## src/rtl/adc_capture_pkg.sv

```systemverilog
// ----------------------------------------------------------------------------
// adc_capture_pkg
// Shared constants and helpers for the stochastic ADC slice capture path.
//   NADC_DEFAULT / DEPTH_DEFAULT / SYNC_STAGES_DEFAULT : default parameters
//   adc_mag_max(nadc) : largest magnitude code, 2^(nadc-1)-1
//   level_w(depth)    : width of a FIFO occupancy count, $clog2(depth)+1
//   level_t           : occupancy type for the default FIFO depth
//   sm_to_tc(s, m)    : sign/magnitude to two's complement (s=1 is positive)
// ----------------------------------------------------------------------------
package adc_capture_pkg;

   localparam int NADC_DEFAULT        = 8;
   localparam int DEPTH_DEFAULT       = 4;
   localparam int SYNC_STAGES_DEFAULT = 2;

   function automatic int adc_mag_max(input int nadc);
      return (1 << (nadc - 1)) - 1;
   endfunction

   function automatic int level_w(input int depth);
      return $clog2(depth) + 1;
   endfunction

   typedef logic [level_w(DEPTH_DEFAULT)-1:0] level_t;

   // Computed at 32 bits so one function serves every code width; callers
   // keep the low Nadc bits. The magnitude never reaches the sign bit, so
   // the truncated result is always exact.
   function automatic logic signed [31:0] sm_to_tc(input logic        sign,
                                                  input logic [31:0] mag);
      return sign ? $signed(mag) : -$signed(mag);
   endfunction

endpackage

```

## src/rtl/adc_sm_capture_if.sv

```systemverilog
// ----------------------------------------------------------------------------
// adc_sm_capture_if
// Valid/ready sample stream from the ADC capture block toward the DSP path.
//   data  : W-bit two's complement sample (head of FIFO)
//   valid : sample available
//   ready : downstream accepts data
// Modports: master (capture block), slave (downstream consumer).
// ----------------------------------------------------------------------------
interface adc_sm_capture_if
   import adc_capture_pkg::*;
#(
   parameter int W = NADC_DEFAULT
) ();

   logic [W-1:0] data;
   logic         valid;
   logic         ready;

   modport master (output data, output valid, input ready);
   modport slave  (input data, input valid, output ready);

endinterface

```

## src/rtl/adc_capture_fifo.sv

```systemverilog
// ----------------------------------------------------------------------------
// adc_capture_fifo
// Small synchronous FIFO with a separately tracked occupancy count.
//   clk, rst : clock, synchronous active-high reset
//   push     : write wdata (ignored when full unless popping the same cycle)
//   pop      : release head entry (ignored when empty)
//   wdata    : W-bit write data
//   rdata    : head entry, combinational; 0 when empty
//   full     : level == DEPTH
//   empty    : level == 0
//   level    : current occupancy, 0..DEPTH
// ----------------------------------------------------------------------------
module adc_capture_fifo
   import adc_capture_pkg::*;
#(
   parameter int W     = NADC_DEFAULT,
   parameter int DEPTH = DEPTH_DEFAULT
) (
   input  logic                      clk,
   input  logic                      rst,
   input  logic                      push,
   input  logic                      pop,
   input  logic [W-1:0]              wdata,
   output logic [W-1:0]              rdata,
   output logic                      full,
   output logic                      empty,
   output logic [level_w(DEPTH)-1:0] level
);

   localparam int AW = $clog2(DEPTH);
   localparam int LW = level_w(DEPTH);

   logic [W-1:0]  mem [DEPTH];
   logic [AW-1:0] wptr;
   logic [AW-1:0] rptr;
   logic          do_push;
   logic          do_pop;

   assign full    = (level == LW'(DEPTH));
   assign empty   = (level == '0);
   assign do_pop  = pop & ~empty;
   // A pop in the same cycle frees the slot, so a full FIFO still accepts.
   assign do_push = push & (~full | do_pop);

   // Pointers wrap naturally: DEPTH is a power of two.
   always_ff @(posedge clk) begin
      if (rst) begin
         wptr  <= '0;
         rptr  <= '0;
         level <= '0;
      end else begin
         if (do_push) wptr <= wptr + 1'b1;
         if (do_pop)  rptr <= rptr + 1'b1;
         case ({do_push, do_pop})
            2'b10:   level <= level + 1'b1;
            2'b01:   level <= level - 1'b1;
            default: level <= level;
         endcase
      end
   end

   // NOTE: the storage array has no reset; stale entries are never visible
   // because rdata is forced to 0 whenever the FIFO is empty.
   always_ff @(posedge clk) begin
      if (do_push && !rst) mem[wptr] <= wdata;
   end

   assign rdata = empty ? '0 : mem[rptr];

endmodule

```

## src/rtl/adc_sm_capture.sv

```systemverilog
// ----------------------------------------------------------------------------
// adc_sm_capture
// Receive-side reader for one stochastic ADC slice. Synchronizes the ADC
// strobe into clk, captures each new sign/magnitude code on its rising edge,
// converts it to two's complement and queues it toward the DSP datapath.
//   clk, rst  : system clock (>= 4x clk_adder), synchronous active-high reset
//   clk_adder : ADC strobe, asynchronous; code updates on its rising edge
//   sign_in   : ADC sign, 1 = positive
//   mag_in    : ADC code; only the low Nadc-1 bits carry magnitude
//   en        : capture enable (edges seen while low are lost)
//   clr_ovf   : clears the sticky overflow flag
//   out_if    : master stream (data/valid/ready) of converted samples
//   overflow  : sticky, a capture was dropped because the FIFO was full
//   level     : FIFO occupancy
//   sat_count : [ADC_SAT_COUNT_EN only] saturating count of full-scale
//               captures, cleared by rst and clr_ovf
// Optional feature macro: ADC_SAT_COUNT_EN
// ----------------------------------------------------------------------------
module adc_sm_capture
   import adc_capture_pkg::*;
#(
   parameter int Nadc        = NADC_DEFAULT,
   parameter int DEPTH       = DEPTH_DEFAULT,
   parameter int SYNC_STAGES = SYNC_STAGES_DEFAULT
) (
   input  logic                      clk,
   input  logic                      rst,
   input  logic                      clk_adder,
   input  logic                      sign_in,
   input  logic [Nadc-1:0]           mag_in,
   input  logic                      en,
   input  logic                      clr_ovf,
   adc_sm_capture_if.master          out_if,
   output logic                      overflow,
   output logic [level_w(DEPTH)-1:0] level
`ifdef ADC_SAT_COUNT_EN
   ,
   output logic [15:0]               sat_count
`endif
);

   localparam logic [Nadc-2:0] ADC_MAG_MAX = (Nadc - 1)'(adc_mag_max(Nadc));

   logic [SYNC_STAGES-1:0] sync_q;
   logic                   s_last;
   logic                   s_hist;
   logic                   cap_evt;
   logic [Nadc-2:0]        mag;
   logic signed [31:0]     tc_full;
   logic [Nadc-1:0]        tc;
   logic                   pop;
   logic                   fifo_full;
   logic                   fifo_empty;
   logic                   drop;
   logic                   unused_bits;

   // Synchronizer and edge history preset to 1 so a strobe that is already
   // high when reset releases is not mistaken for a rising edge.
   always_ff @(posedge clk) begin
      if (rst) begin
         sync_q <= '1;
         s_hist <= 1'b1;
      end else begin
         sync_q <= {sync_q[SYNC_STAGES-2:0], clk_adder};
         s_hist <= s_last;
      end
   end

   assign s_last  = sync_q[SYNC_STAGES-1];
   assign cap_evt = en & s_last & ~s_hist;

   // Code is held for a whole strobe period, so it is sampled directly.
   assign mag     = mag_in[Nadc-2:0];
   assign tc_full = sm_to_tc(sign_in, 32'(mag));
   assign tc      = tc_full[Nadc-1:0];

   // Code MSB is not part of the magnitude; upper conversion bits are
   // sign extension only.
   assign unused_bits = ^{mag_in[Nadc-1], tc_full[31:Nadc]};

   assign out_if.valid = ~fifo_empty;
   assign pop          = out_if.valid & out_if.ready;
   assign drop         = cap_evt & fifo_full & ~pop;

   adc_capture_fifo #(
      .W     (Nadc),
      .DEPTH (DEPTH)
   ) u_fifo (
      .clk   (clk),
      .rst   (rst),
      .push  (cap_evt),
      .pop   (pop),
      .wdata (tc),
      .rdata (out_if.data),
      .full  (fifo_full),
      .empty (fifo_empty),
      .level (level)
   );

   // A drop in the same cycle as a clear keeps the flag set.
   always_ff @(posedge clk) begin
      if (rst)          overflow <= 1'b0;
      else if (drop)    overflow <= 1'b1;
      else if (clr_ovf) overflow <= 1'b0;
   end

`ifdef ADC_SAT_COUNT_EN
   logic sat_hit;

   // Counts every full-scale capture, whether it was queued or dropped.
   assign sat_hit = cap_evt & (mag == ADC_MAG_MAX);

   always_ff @(posedge clk) begin
      if (rst)                        sat_count <= '0;
      else if (clr_ovf)               sat_count <= sat_hit ? 16'd1 : 16'd0;
      else if (sat_hit && !(&sat_count)) sat_count <= sat_count + 16'd1;
   end
`endif

endmodule
```

## src/flat_wrapper.sv

```systemverilog
// flat-port wrapper written by rule: the top's interface ports become plain ports
module adc_sm_capture_flat import adc_capture_pkg::*;
#(
   parameter int Nadc        = NADC_DEFAULT,
   parameter int DEPTH       = DEPTH_DEFAULT,
   parameter int SYNC_STAGES = SYNC_STAGES_DEFAULT
)
  (clk, rst, clk_adder, sign_in, mag_in, en, clr_ovf, overflow, level, out_if_data, out_if_valid, out_if_ready);
  adc_sm_capture_if out_if_i ();
  input  logic clk;
  input  logic rst;
  input  logic clk_adder;
  input  logic sign_in;
  input  logic [Nadc-1:0] mag_in;
  input  logic en;
  input  logic clr_ovf;
  output logic overflow;
  output logic [level_w(DEPTH)-1:0] level;
  output wire logic [$bits(out_if_i.data)-1:0] out_if_data;
  output wire logic [$bits(out_if_i.valid)-1:0] out_if_valid;
  input wire logic [$bits(out_if_i.ready)-1:0] out_if_ready;
  assign out_if_data = out_if_i.data;
  assign out_if_valid = out_if_i.valid;
  assign out_if_i.ready = out_if_ready;
  adc_sm_capture #(.Nadc(Nadc), .DEPTH(DEPTH), .SYNC_STAGES(SYNC_STAGES)) u_core (.clk(clk), .rst(rst), .clk_adder(clk_adder), .sign_in(sign_in), .mag_in(mag_in), .en(en), .clr_ovf(clr_ovf), .out_if(out_if_i), .overflow(overflow), .level(level));
endmodule
```

## config.mk

```make
export PLATFORM = sky130hd
export DESIGN_NAME = adc_sm_capture_flat
export DESIGN_NICKNAME = d
export VERILOG_FILES = /design/src/rtl/adc_capture_pkg.sv /design/src/rtl/adc_sm_capture_if.sv /design/src/rtl/adc_capture_fifo.sv /design/src/rtl/adc_sm_capture.sv /design/src/flat_wrapper.sv
export SDC_FILE = /design/constraint.sdc
export NUM_CORES = 1
export LEC_CHECK = 0
export ABC_CLOCK_PERIOD_IN_PS = 2700
export CAP_MARGIN = 10
export CELL_PAD_IN_SITES_DETAIL_PLACEMENT = 1
export CELL_PAD_IN_SITES_GLOBAL_PLACEMENT = 1
export CORE_MARGIN = 5
export CORE_UTILIZATION = 44
export CTS_CLUSTER_DIAMETER = 30
export DETAILED_ROUTE_END_ITERATION = 10
export HOLD_SLACK_MARGIN = 0.1
export PLACE_DENSITY_LB_ADDON = 0.1
export SLEW_MARGIN = 10
export SYNTH_ARGS = -nofsm -noshare
export SYNTH_HDL_FRONTEND = slang
export SYNTH_HIERARCHICAL = 1
export SYNTH_SLANG_ARGS = --single-unit
```

## constraint.sdc

```tcl
create_clock -name clk -period 2.7 [get_ports clk]
set_input_delay 0.405 -clock clk [delete_from_list [all_inputs] [get_ports clk]]
set_output_delay 0.405 -clock clk [all_outputs]
set_load 0.05 [all_outputs]
```

# Yosys cells after proc, flatten, opt, wreduce, memory -nomap -nowiden

Memories as Yosys holds them, arrays and structs flattened. A register that Yosys moved wholly into a read port is not among the register bits.
Cells that the tools add are included.
Widths: inputs -> output; s select.

$add $sub $neg: 5
Equal/unequal tests: 3
Multiplexer cells: 9
Bitwise gates (word level): 12
Reduce and logical (&&, ||, !) cells: 5

Operators by type and width:

| cell                | number |
|---|---|
| $mux 8              | 2 |
| $neg 7->8           | 1 |
| $and 1x1->1         | 7 |
| $pmux 3 s2          | 1 |
| $add 2x1->2 const B | 2 |
| $mux 1              | 4 |
| $mux 2              | 2 |
| $not 1->1           | 4 |
| $reduce_bool 2->1   | 2 |
| $add 3x1->3 const B | 1 |
| $eq 3x3->1 const B  | 1 |
| $logic_not 3->1     | 1 |
| $sub 3x1->3 const B | 1 |
| $eq 2x1->1 const B  | 1 |
| $eq 2x2->1 const B  | 1 |
| $logic_and 1x1->1   | 1 |
| $logic_not 1->1     | 1 |
| $or 1x1->1          | 1 |

Bits in registers: 11
Bits in writable memories: 32
Bits of input ports: 15
Output and inout port bits: 13
Logic and storage cells: 41
Memories kept: 1

Memory list:

| memory            | depth | width | read ports | clocked after memory_dff | wr ports | RTL line               | source |
|---|---|---|---|---|---|---|---|
| u_core.u_fifo.mem | 4     | 8     | 1          | 1                        | 1        | adc_capture_fifo.sv:33 | `logic [W-1:0] mem [DEPTH];` |

# Depth between registers and ports, before layout

Depth in word-level cells: 9
Depth in mapped cells: 11
Mapped depth without buffers: 9

# Modules after synthesis

Netlist, hierarchy kept.

Modules (own cells, without submodules):

| module           | instances | cells each | area each (um2) | seq. area each (um2) |
|---|---|---|---|---|
| adc_capture_fifo | 1         | 115        | 1769.2          | 1141.1 |
| adc_sm_capture   | 1         | 35         | 285.3           | 80.1 |

# Worst setup path before layout

No wires, ideal clock.

Path type: reg2reg
Start: reg u_core.u_fifo.level[2]
End: reg u_core.u_fifo.level[2]
Setup time: 0.133 ns
Data arrival time: 2.388 ns
Required time: 2.567 ns
Slack: 0.180 ns
Cell stages (with the launch flop): 12
Buffers on the path: 2
Period minus slack after synthesis: 2.520 ns
Path through: dfxtp_1 buf_2 nor3_2 nand2b_1 inv_1 buf_2 o31ai_1 nand2b_1 fa_1 nand2b_1 o221ai_1 a31oi_1

Longest elaborated chain between the ends: 8
Elaborated cells on any way between the ends: 14
Those cells by class: add/sub: 2; eq/ne: 3; mux: 1; bitwise: 6; reduce/logical: 2

Ends and longest elaborated chain:

| element                                                | RTL line               | source |
|---|---|---|
| start, declared                                        | adc_capture_fifo.sv:27 | `output logic [level_w(DEPTH)-1:0] level` |
| start signal, assigned                                 | adc_capture_fifo.sv:55 | `2'b10: level <= level + 1'b1;` |
| start signal, assigned                                 | adc_capture_fifo.sv:56 | `2'b01: level <= level - 1'b1;` |
| start signal, assigned                                 | adc_capture_fifo.sv:57 | `default: level <= level;` |
| $logic_not 3->1 *                                      | adc_capture_fifo.sv:40 | `assign empty = (level == '0);` |
| named net u_core.fifo_empty                            | adc_sm_capture.sv:53   | `logic fifo_empty;` |
| $not 1->1 *                                            | adc_sm_capture.sv:81   | `assign out_if.valid = ~fifo_empty;` |
| $and 1x1->1 *                                          | adc_sm_capture.sv:82   | `assign pop = out_if.valid & out_if.ready;` |
| named net u_core.pop                                   | adc_sm_capture.sv:51   | `logic pop;` |
| $and 1x1->1 *                                          | adc_capture_fifo.sv:41 | `assign do_pop = pop & ~empty;` |
| $or 1x1->1                                             | adc_capture_fifo.sv:43 | `assign do_push = push & (~full \| do_pop);` |
| $and 1x1->1                                            | adc_capture_fifo.sv:43 |  |
| $eq 2x1->1 / $eq 2x2->1 (equally long branches)        | adc_capture_fifo.sv:54 | `case ({do_push, do_pop})` |
| $pmux 3 s2 / $reduce_bool 2->1 (equally long branches) | --                     |  |

Mark *: on every way through the listed nets, which the timed path passes. The rest lies on a longest branch.
A chain may end at the register's enable or synchronous reset.

==> metrics.cfg <==
[timing]
worst_clock_skew_ns = 0.00639
tns_ns = 0
worst_slew_pin_slew_ns = 0.506
timing.final.ws_setup_ns = 0.108
finalCriticalPeriod_ns = 2.59
post-route-period-util_pct = 96.0
rsz0062_at_grt = false
maxSlewHeadroom_pct = 66.2
maxSlewViolCount = 0
max_freq_mhz = 386
hold_viol = 0
holdWs_ns = 0.416
setup_viol = 0

[min_path]
hold_start = u_core/sync_q[0]$_SDFF_PP1_
hp-class = reg2reg
min_delay_worst_endpoint = u_core/sync_q[1]$_SDFF_PP1_
hold_path_depth = 1

[critical_path]
cp-end-kind = output pin
reg2reg_depth = 9
cp_max_fo = 8
required_ns = 2.30
worstSetupPathType = reg2out
start_kind = flop
r2r_start = u_core/u_fifo/level[2]$_SDFFE_PP0P_
rr_endpoint = u_core/u_fifo/level[2]$_SDFFE_PP0P_
cp.arrival_ns = 2.19
r2r_slack_ns = 0.22

[drt]
drt-vias-per-instance = 5.27
ant_nets = 0
wl_per_cell_um = 16.7
drt_iter0_drc = 71
drt_drc_violations_left = 0
drt_wl_total_um = 3970
vias = 1249
firstDrtPassIters = 4

[logic_synthesis]
syn_nets = 171
syn_area_per_cell_um2 = 13.7
ys.flop_type = edfxtp_1
ys_ff_latch = 45
yosys.cell_types.count = 37
yosys.area.top_type = edfxtp_1
synth_commonest_cells = 32 x edfxtp_1, 14 x nor2_1, 13 x dfxtp_1, 13 x inv_1, 9 x nor2b_1
yosys_warnings = 6
synth_cells = 150
synthMostInstantiatedCell = edfxtp_1
ys_seq_area_share_pct = 59.4
synth.area.top_cells = edfxtp_1 47%, dfxtp_1 13%, mux4_2 8.8%, ha_1 3.0%, nor2b_1 2.7%
synth_edf_count = 32
syn_area_um2 = 2050
synth_async_sr_flop_share_pct = 0
synth_top_area_share_pct = 46.8

[layout]
drive_gt1_share_pct = 18.4
area_growth_pct = 22.0
fill_cells = 453
finalNetCount = 205
n_antenna_cell = 0

[global_routing]
grt_pass1_vias = 1354
grt_usage_pct = 14.1
grt_antenna_before_repair = 0
overflow = 0
grt_max_degree = 15
grt_first_pass_wirelength_um = 6620

[flow_run]
max-cap-violations = 0

[placed_design]
place.gp.congestion = 0.745
dpl.hpwl_um = 3010
io_buffers = 26
dp_slack_ns = 0.143

[cts]
cts_sinks = 45
hold_buffers = 0
cts_tree = done
post_cts_buffers = 0
cts_resized = 0
h-tree-depth = 2
cts_max_path_buffers = 2
clk_pin_slew_worst_paths_ns = 0.08
numCtsBuffers = 5
clock_latency_ns = 0.29
root_buffer = clkbuf_8

[floorplan]
num_rows = 24
ios = 28
die_h_um = 78.3
initial_utilization_pct = 46.2
core_area_um2 = 4440
die_x_um = 78.3
dieArea_um2 = 6140

[pwr]
p_per_area_nw_per_um2 = 517
p_total_mw = 1.30
power.leakage_nw = 0.872
ir_worst_vdd_mv = 0.343

[status]
status = completed

[placed cells by master, fill, tap and decap left out, types with 2 or more instances in the layout]
cell	Yosys	layout
a31oi_1	3	3
or2_2	3	3
nor2b_1	9	9
xor2_1	4	4
dfxtp_1	13	13
mux4_2	8	8
o21ai_0	2	2
nor2_1	14	14
xnor2_1	4	4
nand2b_1	3	3
mux2_1	2	2
buf_4	1	10
edfxtp_1	32	32
clkdlybuf4s50_1	0	24
nor3_2	3	3
and2_1	5	5
ha_1	5	5
inv_1	13	13
a21oi_1	3	3
clkbuf_8	0	5
[layer usage]
metal | track usage, % | routed length [µm] | vias up
met5 | 0 | 0 | -
met1 | 17.3 | 1760 | 625
met2 | 24.7 | 2060 | 19
li1 | - | - | 601
met4 | 4.72 | 37 | 0
met3 | 3.09 | 107 | 4
[power by group]
group          switching, mW  internal, mW
combinational         0.0327        0.0315
sequential           0.00107         0.747
clock                  0.210         0.273
[logic make-up (layout without fill, tap and decap cells)]
family | count (synthesis) | count (layout) | synth area share, %
buffers and inverters | 20 | 55 | 4.08
adders and majority gates | 6 | 6 | 4.02
xor gates and xnor gates | 8 | 8 | 3.41
DFF | 45 | 45 | 59.4
muxes | 11 | 11 | 10.4
AOI/OAI and AO/OA | 17 | 17 | 6.27
and+or+nand+nor | 43 | 43 | 12.4
[worst max-delay path, cell delays in order, from the launching register on]
cell             delay [ns]
dfxtp_1                0.32
buf_4                  0.20
mux4_2                 0.53
nor2b_1                0.14
clkdlybuf4s50_1        0.69
[flip-flops by register name, indices dropped and copies added (netlist names), named ones only]
signal / count
u_core/u_fifo/mem: 32
u_core/u_fifo/level: 3
u_core/sync_q: 2
u_core/u_fifo/rptr: 2
u_core/u_fifo/wptr: 2
u_core/overflow: 1
u_core/s_hist: 1
[cell type report]
| class | instances | area, µm² | share of cell area [%] |
|---|---|---|---|
| Sequential cell | 45 | 1220 | 48.7 |
| Multi-Input combinational cell | 85 | 749 | 29.9 |
| Timing Repair Buffer | 34 | 315 | 12.6 |
| Clock buffer | 6 | 72.6 | 2.90 |
| Tap cell | 52 | 65.1 | 2.60 |
| Inverter | 13 | 48.8 | 1.95 |
| Clock inverter | 2 | 33.8 | 1.35 |
[how the worst max path moves through the flow]
stage | from | endpoint | slack [ns] | cells past startpoint
after global routing | flop | out_if_data[0] | 0.005 | 4
final | flop | out_if_data[2] | 0.11 | 4
after CTS | flop | out_if_data[2] | 0.06 | 4
after floorplan | u_core/u_fifo/level[2]$_SDFFE_PP0P_ | u_core/u_fifo/level[2]$_SDFFE_PP0P_ | 0.18 | 11
after detailed placement | out_if_ready | u_core/u_fifo/level[2]$_SDFFE_PP0P_ | 0.14 | 9
after global placement | out_if_ready | u_core/u_fifo/level[2]$_SDFFE_PP0P_ | 0.30 | 9
[metrics by stage]
| stage | cell area [µm²] | util, % | std cells |
|---|---|---|---|
| 6_report | 2510 | 56.4 | 237 |
| 5_1_grt | 2510 | 56.4 | 237 |
| 2_1_floorplan | 2050 | - | 150 |
| 4_1_cts | 2510 | 56.4 | 237 |
| 3_3_place_gp | 2400 | 54.0 | 229 |
| 3_5_place_dp | 2400 | 54.0 | 229 |
(Power assumes the default switching activity.)
